## config.mk

```make
export PLATFORM = sky130hd
export DESIGN_NAME = sine_flat
export DESIGN_NICKNAME = d
export VERILOG_FILES = /design/src/rtl/sine_if.sv /design/src/rtl/sine.sv /design/src/flat_wrapper.sv
export SDC_FILE = /design/constraint.sdc
export NUM_CORES = 1
export LEC_CHECK = 0
export CAP_MARGIN = 20
export CELL_PAD_IN_SITES_DETAIL_PLACEMENT = 1
export CELL_PAD_IN_SITES_GLOBAL_PLACEMENT = 1
export CORE_UTILIZATION = 44
export DETAILED_ROUTE_END_ITERATION = 6
export PLACE_DENSITY_LB_ADDON = 0.15
export RECOVER_POWER = 50
export SLEW_MARGIN = 5
export SYNTH_ARGS = -nofsm -noshare
export SYNTH_HDL_FRONTEND = slang
export SYNTH_SLANG_ARGS = --single-unit
```

## constraint.sdc

```tcl
create_clock -name Clk_i -period 5.9 [get_ports Clk_i]
set_clock_uncertainty 0.15 [all_clocks]
set_input_delay 0.885 -clock Clk_i [delete_from_list [all_inputs] [get_ports Clk_i]]
set_output_delay 0.885 -clock Clk_i [all_outputs]
set_load 0.005 [all_outputs]
```

## src/rtl/sine_if.sv

```systemverilog
// sine_if: angle/start request and sine/done result bundle for the CORDIC sine block
interface sine_if;
  logic [15:0] Angle_i;
  logic        Start_i;
  logic [15:0] Sine_o;
  logic        Done_o;
  modport master (output Angle_i, Start_i, input Sine_o, Done_o);
  modport slave (input Angle_i, Start_i, output Sine_o, Done_o);
endinterface

```

## src/rtl/sine.sv

```systemverilog
// sine: iterative rotation-mode CORDIC, 16-bit binary angle in, Q1.14 sine out
module sine #(
  parameter int ITERATIONS = 16
) (
  input logic Clk_i,
  input logic Rst_i,
  sine_if.slave bus
);
  typedef enum logic [1:0] {IDLE, RUN, DONE} state_t;
  localparam logic [13:0] ATAN [16] = '{14'd8192, 14'd4836, 14'd2555, 14'd1297, 14'd651, 14'd326, 14'd163, 14'd81,
                                        14'd41, 14'd20, 14'd10, 14'd5, 14'd3, 14'd1, 14'd1, 14'd0};
  localparam logic signed [19:0] X0 = 20'sd159189;
  state_t state_q, state_d;
  logic signed [19:0] x_q, x_d, y_q, y_d, x_n, y_n;
  logic signed [16:0] z_q, z_d, z_n, z0, atan;
  logic signed [20:0] y_r;
  logic [3:0] cnt_q, cnt_d;
  logic [15:0] sine_q, sine_d, sat;
  logic done_q, done_d;
  // quadrant fold, one micro-rotation, rounding/saturation and FSM next state
  always_comb begin
    z0 = (bus.Angle_i >= 16'h4000 && bus.Angle_i < 16'hC000) ? 17'sh08000 - $signed({1'b0, bus.Angle_i})
                                                              : $signed({bus.Angle_i[15], bus.Angle_i});
    atan = $signed({3'b000, ATAN[cnt_q]});
    x_n = z_q[16] ? x_q + (y_q >>> cnt_q) : x_q - (y_q >>> cnt_q);
    y_n = z_q[16] ? y_q - (x_q >>> cnt_q) : y_q + (x_q >>> cnt_q);
    z_n = z_q[16] ? z_q + atan : z_q - atan;
    y_r = ($signed({y_n[19], y_n}) + 21'sd8) >>> 4;
    sat = (y_r > 21'sd16384) ? 16'h4000 : (y_r < -21'sd16384) ? 16'hC000 : y_r[15:0];
    state_d = state_q;
    x_d = x_q;
    y_d = y_q;
    z_d = z_q;
    cnt_d = cnt_q;
    sine_d = sine_q;
    done_d = done_q;
    if (state_q == RUN) begin
      x_d = x_n;
      y_d = y_n;
      z_d = z_n;
      cnt_d = cnt_q + 4'd1;
      if (cnt_q == 4'(ITERATIONS - 1)) begin
        sine_d = sat;
        done_d = 1'b1;
        state_d = DONE;
      end
    end else if (bus.Start_i) begin
      x_d = X0;
      y_d = '0;
      z_d = z0;
      cnt_d = '0;
      done_d = 1'b0;
      state_d = RUN;
    end
  end
  // state and datapath registers, cleared asynchronously
  always_ff @(posedge Clk_i or negedge Rst_i) begin
    if (!Rst_i) begin
      state_q <= IDLE;
      x_q <= '0;
      y_q <= '0;
      z_q <= '0;
      cnt_q <= '0;
      sine_q <= '0;
      done_q <= 1'b0;
    end else begin
      state_q <= state_d;
      x_q <= x_d;
      y_q <= y_d;
      z_q <= z_d;
      cnt_q <= cnt_d;
      sine_q <= sine_d;
      done_q <= done_d;
    end
  end
  assign bus.Sine_o = sine_q;
  assign bus.Done_o = done_q;
endmodule

```

## src/flat_wrapper.sv

```systemverilog
// flat-port wrapper written by rule: the top's interface ports become plain ports
module sine_flat 
#(
  parameter int ITERATIONS = 16
)
  (Clk_i, Rst_i, bus_Angle_i, bus_Start_i, bus_Sine_o, bus_Done_o);
  sine_if bus_i ();
  input logic Clk_i;
  input logic Rst_i;
  input wire logic [$bits(bus_i.Angle_i)-1:0] bus_Angle_i;
  input wire logic [$bits(bus_i.Start_i)-1:0] bus_Start_i;
  output wire logic [$bits(bus_i.Sine_o)-1:0] bus_Sine_o;
  output wire logic [$bits(bus_i.Done_o)-1:0] bus_Done_o;
  assign bus_i.Angle_i = bus_Angle_i;
  assign bus_i.Start_i = bus_Start_i;
  assign bus_Sine_o = bus_i.Sine_o;
  assign bus_Done_o = bus_i.Done_o;
  sine #(.ITERATIONS(ITERATIONS)) u_core (.Clk_i(Clk_i), .Rst_i(Rst_i), .bus(bus_i));
endmodule
```

==> results.sh <==
export IMPL_grt_usage_pct=29.32
export IMPL_fin_util_pct=54.55
export IMPL_wl_um=34690
export IMPL_cts_tree="done"
export IMPL_ys_seq_area_share_pct=19.64
export IMPL_multi_input_area_um2=7943
export IMPL_synth_area_per_cell_um2=8.348
export IMPL_cts_buffers=9
export IMPL_clockBufferDepth=2
export IMPL_drv_slew=82
export IMPL_hold_viol=0
export IMPL_cts_sinks=79
export IMPL_reg2reg_to="u_core.bus.Sine_o[6]$_DFFE_PN0P_"
export IMPL_cts_hold_buf=0
export IMPL_drc=0
export IMPL_status="finished with violations"
export IMPL_seqCellArea_um2=1981
export IMPL_rows=54
export IMPL_core_um2=22160
export IMPL_grt_pass1_vias=10230
export IMPL_synthAdderAreaFrac_pct=8.799
export IMPL_maxCapViolCount=2
export IMPL_yosys_warnings=0
export IMPL_min_path_cells=2
export IMPL_post_synth_num_cell_types=89
export IMPL_hpwl_um=25660
export IMPL_drive_above_1_share_pct=22.60
export IMPL_async_flop_share_pct=100.0
export IMPL_violations="max-capacitance violations, max-slew violations"
export IMPL_ant_nets=0
export IMPL_grt_max_degree=53
export IMPL_synth_edff_count=0
export IMPL_max_freq_mhz=170.6
export IMPL_critPathMaxFanout=6
export IMPL_tightest_slew_ns=2.596
export IMPL_final_fill_count=2614
export IMPL_finalCriticalPeriod_ns=5.861
export IMPL_avgRoutedWirePerCell_um=21.77
export IMPL_root_buffer="clkbuf_16"
export IMPL_synthCells=1206
export IMPL_startpoint_type="flip-flop"
export IMPL_synth_flop_cell="dfrtp_1"
export IMPL_viasPerCell=6.253
export IMPL_num_io_pins=36
export IMPL_clk_pin_slew_ns=0.07
export IMPL_gp_routability_congestion=0.9220
export IMPL_die_x_um=153.3
export IMPL_firstDrtPassIters=5
export IMPL_r2r_slack_ns=0.04
export IMPL_nNetsFinal=1397
export IMPL_die_area_um2=23490
export IMPL_die_y_um=153.3
export IMPL_synth_xor_area_share_pct=9.458
export IMPL_start_util_pct=45.43
export IMPL_htree_levels=3
export IMPL_worstPathRequired_ns=6.01
export IMPL_synth_compound_area_share_pct=22.83
export IMPL_setup_viol_count_final=0
export IMPL_endpoint_kind="flip-flop"
export IMPL_timing_rr_start="u_core.cnt_q[3]$_DFFE_PN0P_"
export IMPL_slew_headroom_pct=-73.05
export IMPL_min_from="u_core.bus.Sine_o[3]$_DFFE_PN0P_"
export IMPL_period_share_pct=99.34
export IMPL_syn_to_final_growth_pct=20.08
export IMPL_ff2ff_path_depth=25
export IMPL_rsz0062_at_grt="yes"
export IMPL_synth_simple_area_share_pct=21.08
export IMPL_vias=9967
export IMPL_grt_overflow=0
export IMPL_antenna_found_initial=0
export IMPL_hold_path_end="u_core.bus.Sine_o[3]$_DFFE_PN0P_"
export IMPL_grt_pass1_wl_um=55210
export IMPL_synth_fp_nets=1294
export IMPL_critPathKind="reg -> reg"
export IMPL_min_path_type="reg -> reg"
export IMPL_clock_latency_ns=0.36
export IMPL_synth_top_family_by_area="compound AO/OA/AOI/OAI gates"
export IMPL_first_iter_violations=650
export IMPL_antenna_cells=0
export IMPL_synth_seq_cells=79
export IMPL_synth_mux_area_share_pct=13.14
export IMPL_portBuffers=35
export IMPL_crit_arrival_ns=5.97
export IMPL_netlist_area_um2=10070
## cells in the final DEF, fill, tap and decap left out, drive strengths merged, types with 10 or more instances in the layout
| cell | netlist | routed |
|---|---|---|
| a31oi | 25 | 25 |
| nand3b | 28 | 28 |
| o21a | 14 | 14 |
| and2 | 11 | 11 |
| nand3 | 30 | 30 |
| ha | 66 | 66 |
| nor3 | 38 | 38 |
| a21oi | 78 | 78 |
| nand2b | 15 | 15 |
| nand2 | 116 | 116 |
| clkdlybuf4s50 | 0 | 33 |
| or3 | 17 | 17 |
| dfrtp | 79 | 79 |
| clkbuf | 40 | 12 |
| or2 | 18 | 18 |
| mux4 | 39 | 39 |
| nor2b | 10 | 10 |
| nor2 | 87 | 87 |
| inv | 47 | 49 |
| mux2i | 20 | 20 |
| o31ai | 21 | 21 |
| mux2 | 19 | 19 |
| o21ai | 96 | 96 |
| o211ai | 26 | 26 |
| xor2 | 36 | 36 |
| buf | 25 | 121 |
| xnor2 | 71 | 71 |
| a21o | 16 | 16 |
## cell type report
type | count | area share (%)
clock inverter | 7 | 0.6624
timing repair buffer | 157 | 10.97
sequential | 79 | 16.38
multi-input combinational | 1014 | 65.70
inverter | 48 | 1.521
tap | 280 | 2.898
clock buffer | 9 | 1.863
## worst max-delay path: stages, from the launching register on
cell and delay [ns]:
dfrtp_2 0.42, buf_6 0.14, mux2_4 0.32, mux4_2 0.49, mux2i_2 0.20, ha_2 0.24, buf_6 0.11, nor2_1 0.04
xor2_1 0.17, ha_2 0.38, buf_6 0.12, o21a_1 0.12, o31a_1 0.19, o211ai_1 0.20, buf_4 0.20, a2111o_1 0.44
a31oi_4 0.24, xnor2_2 0.17, nor4_2 0.08, buf_4 0.16, and3_4 0.18, buf_4 0.14, o211ai_1 0.32, nand3_4 0.14
buf_12 0.17, o31ai_4 0.23
## per-layer routing
metal	track usage [%]	part of all wire (%)	vias up
li1	-	-	4668
met1	38.07	44	4988
met2	50.62	50	250
met3	3.601	4.1	61
met4	8.995	2.4	0
met5	0	0	-
## sequential cells by signal (all words and copies together), names as in the netlist
register	cells
u_core.bus.Done_o	1
u_core.bus.Sine_o	16
u_core.cnt_q	4
u_core.state_q	1
u_core.x_q	20
u_core.y_q	20
u_core.z_q	17
## metrics by stage
| stage | instances | setup slack [ns] | hold WS (ns) | instance area (µm²) | TNS (ns) |
|---|---|---|---|---|---|
| 2_1_floorplan | 1206 | 0.06120 | 0.3226 | 10070 | 0 |
| 3_3_place_gp | 1546 | -0.01821 | 0.3152 | 11130 | -0.09006 |
| 3_5_place_dp | 1546 | -0.2287 | 0.3211 | 11130 | -3.047 |
| 4_1_cts | 1568 | 0.006179 | 0.3429 | 11530 | 0 |
| 5_1_grt | 1594 | -0.1752 | 0.3621 | 12090 | -2.053 |
| 6_report | 1594 | 0.03865 | 0.3405 | 12090 | 0 |
## how the worst max path moves through the flow
stage | startpoint | cells after the start | endpoint
final | u_core.cnt_q[3]$_DFFE_PN0P_ | 25 | u_core.bus.Sine_o[6]$_DFFE_PN0P_
after global placement | u_core.cnt_q[3]$_DFFE_PN0P_ | 25 | u_core.bus.Sine_o[4]$_DFFE_PN0P_
after global routing | u_core.x_q[13]$_DFFE_PN0P_ | 26 | u_core.bus.Sine_o[6]$_DFFE_PN0P_
after CTS | u_core.cnt_q[1]$_DFFE_PN0P_ | 23 | u_core.bus.Sine_o[6]$_DFFE_PN0P_
after floorplan | u_core.cnt_q[2]$_DFFE_PN0P_ | 27 | u_core.bus.Sine_o[6]$_DFFE_PN0P_
after detailed placement | u_core.cnt_q[3]$_DFFE_PN0P_ | 24 | u_core.bus.Sine_o[0]$_DFFE_PN0P_
## cells in the mapped netlist (14+ instances only)
library cell | instances | area [µm²]
nand2_1 | 116 | 435.4
o21a_1 | 14 | 105.1
dfrtp_1 | 79 | 1977
ha_1 | 66 | 825.8
clkbuf_1 | 40 | 150.1
xor2_1 | 36 | 315.3
o211ai_1 | 26 | 195.2
nand2b_1 | 15 | 93.84
xnor2_1 | 69 | 604.3
nor3_1 | 37 | 185.2
a21o_1 | 16 | 120.1
mux4_2 | 31 | 698.2
or2_2 | 16 | 100.1
o21ai_0 | 90 | 450.4
or3_1 | 17 | 106.4
inv_1 | 47 | 176.4
nand3b_1 | 28 | 210.2
a31oi_1 | 24 | 150.1
nor2_1 | 87 | 326.6
nand3_1 | 28 | 140.1
a21oi_1 | 78 | 390.4
mux2_2 | 18 | 202.7
mux2i_1 | 20 | 200.2
## cells by family (layout without fill, tap and decap cells)
| kind of cell | count (synthesis) | in the layout |
|---|---|---|
| flip-flops | 79 | 79 |
| AND/OR/NAND/NOR | 414 | 414 |
| XOR/XNOR | 107 | 107 |
| adder cells (fa/ha/maj) | 69 | 69 |
| buffers and inverters | 113 | 221 |
| multiplexers | 78 | 78 |
| AO/OA/AOI/OAI | 346 | 346 |
## timing repair
action	in CTS	in global routing
resized for setup	12	87
pin swaps	6	32
setup buffers	6	25
cloned	0	1
setup endpoints to repair	14	21
Power is not shown: default switching activity piles up to over one toggle a cycle in this logic, so the estimate is an artifact.
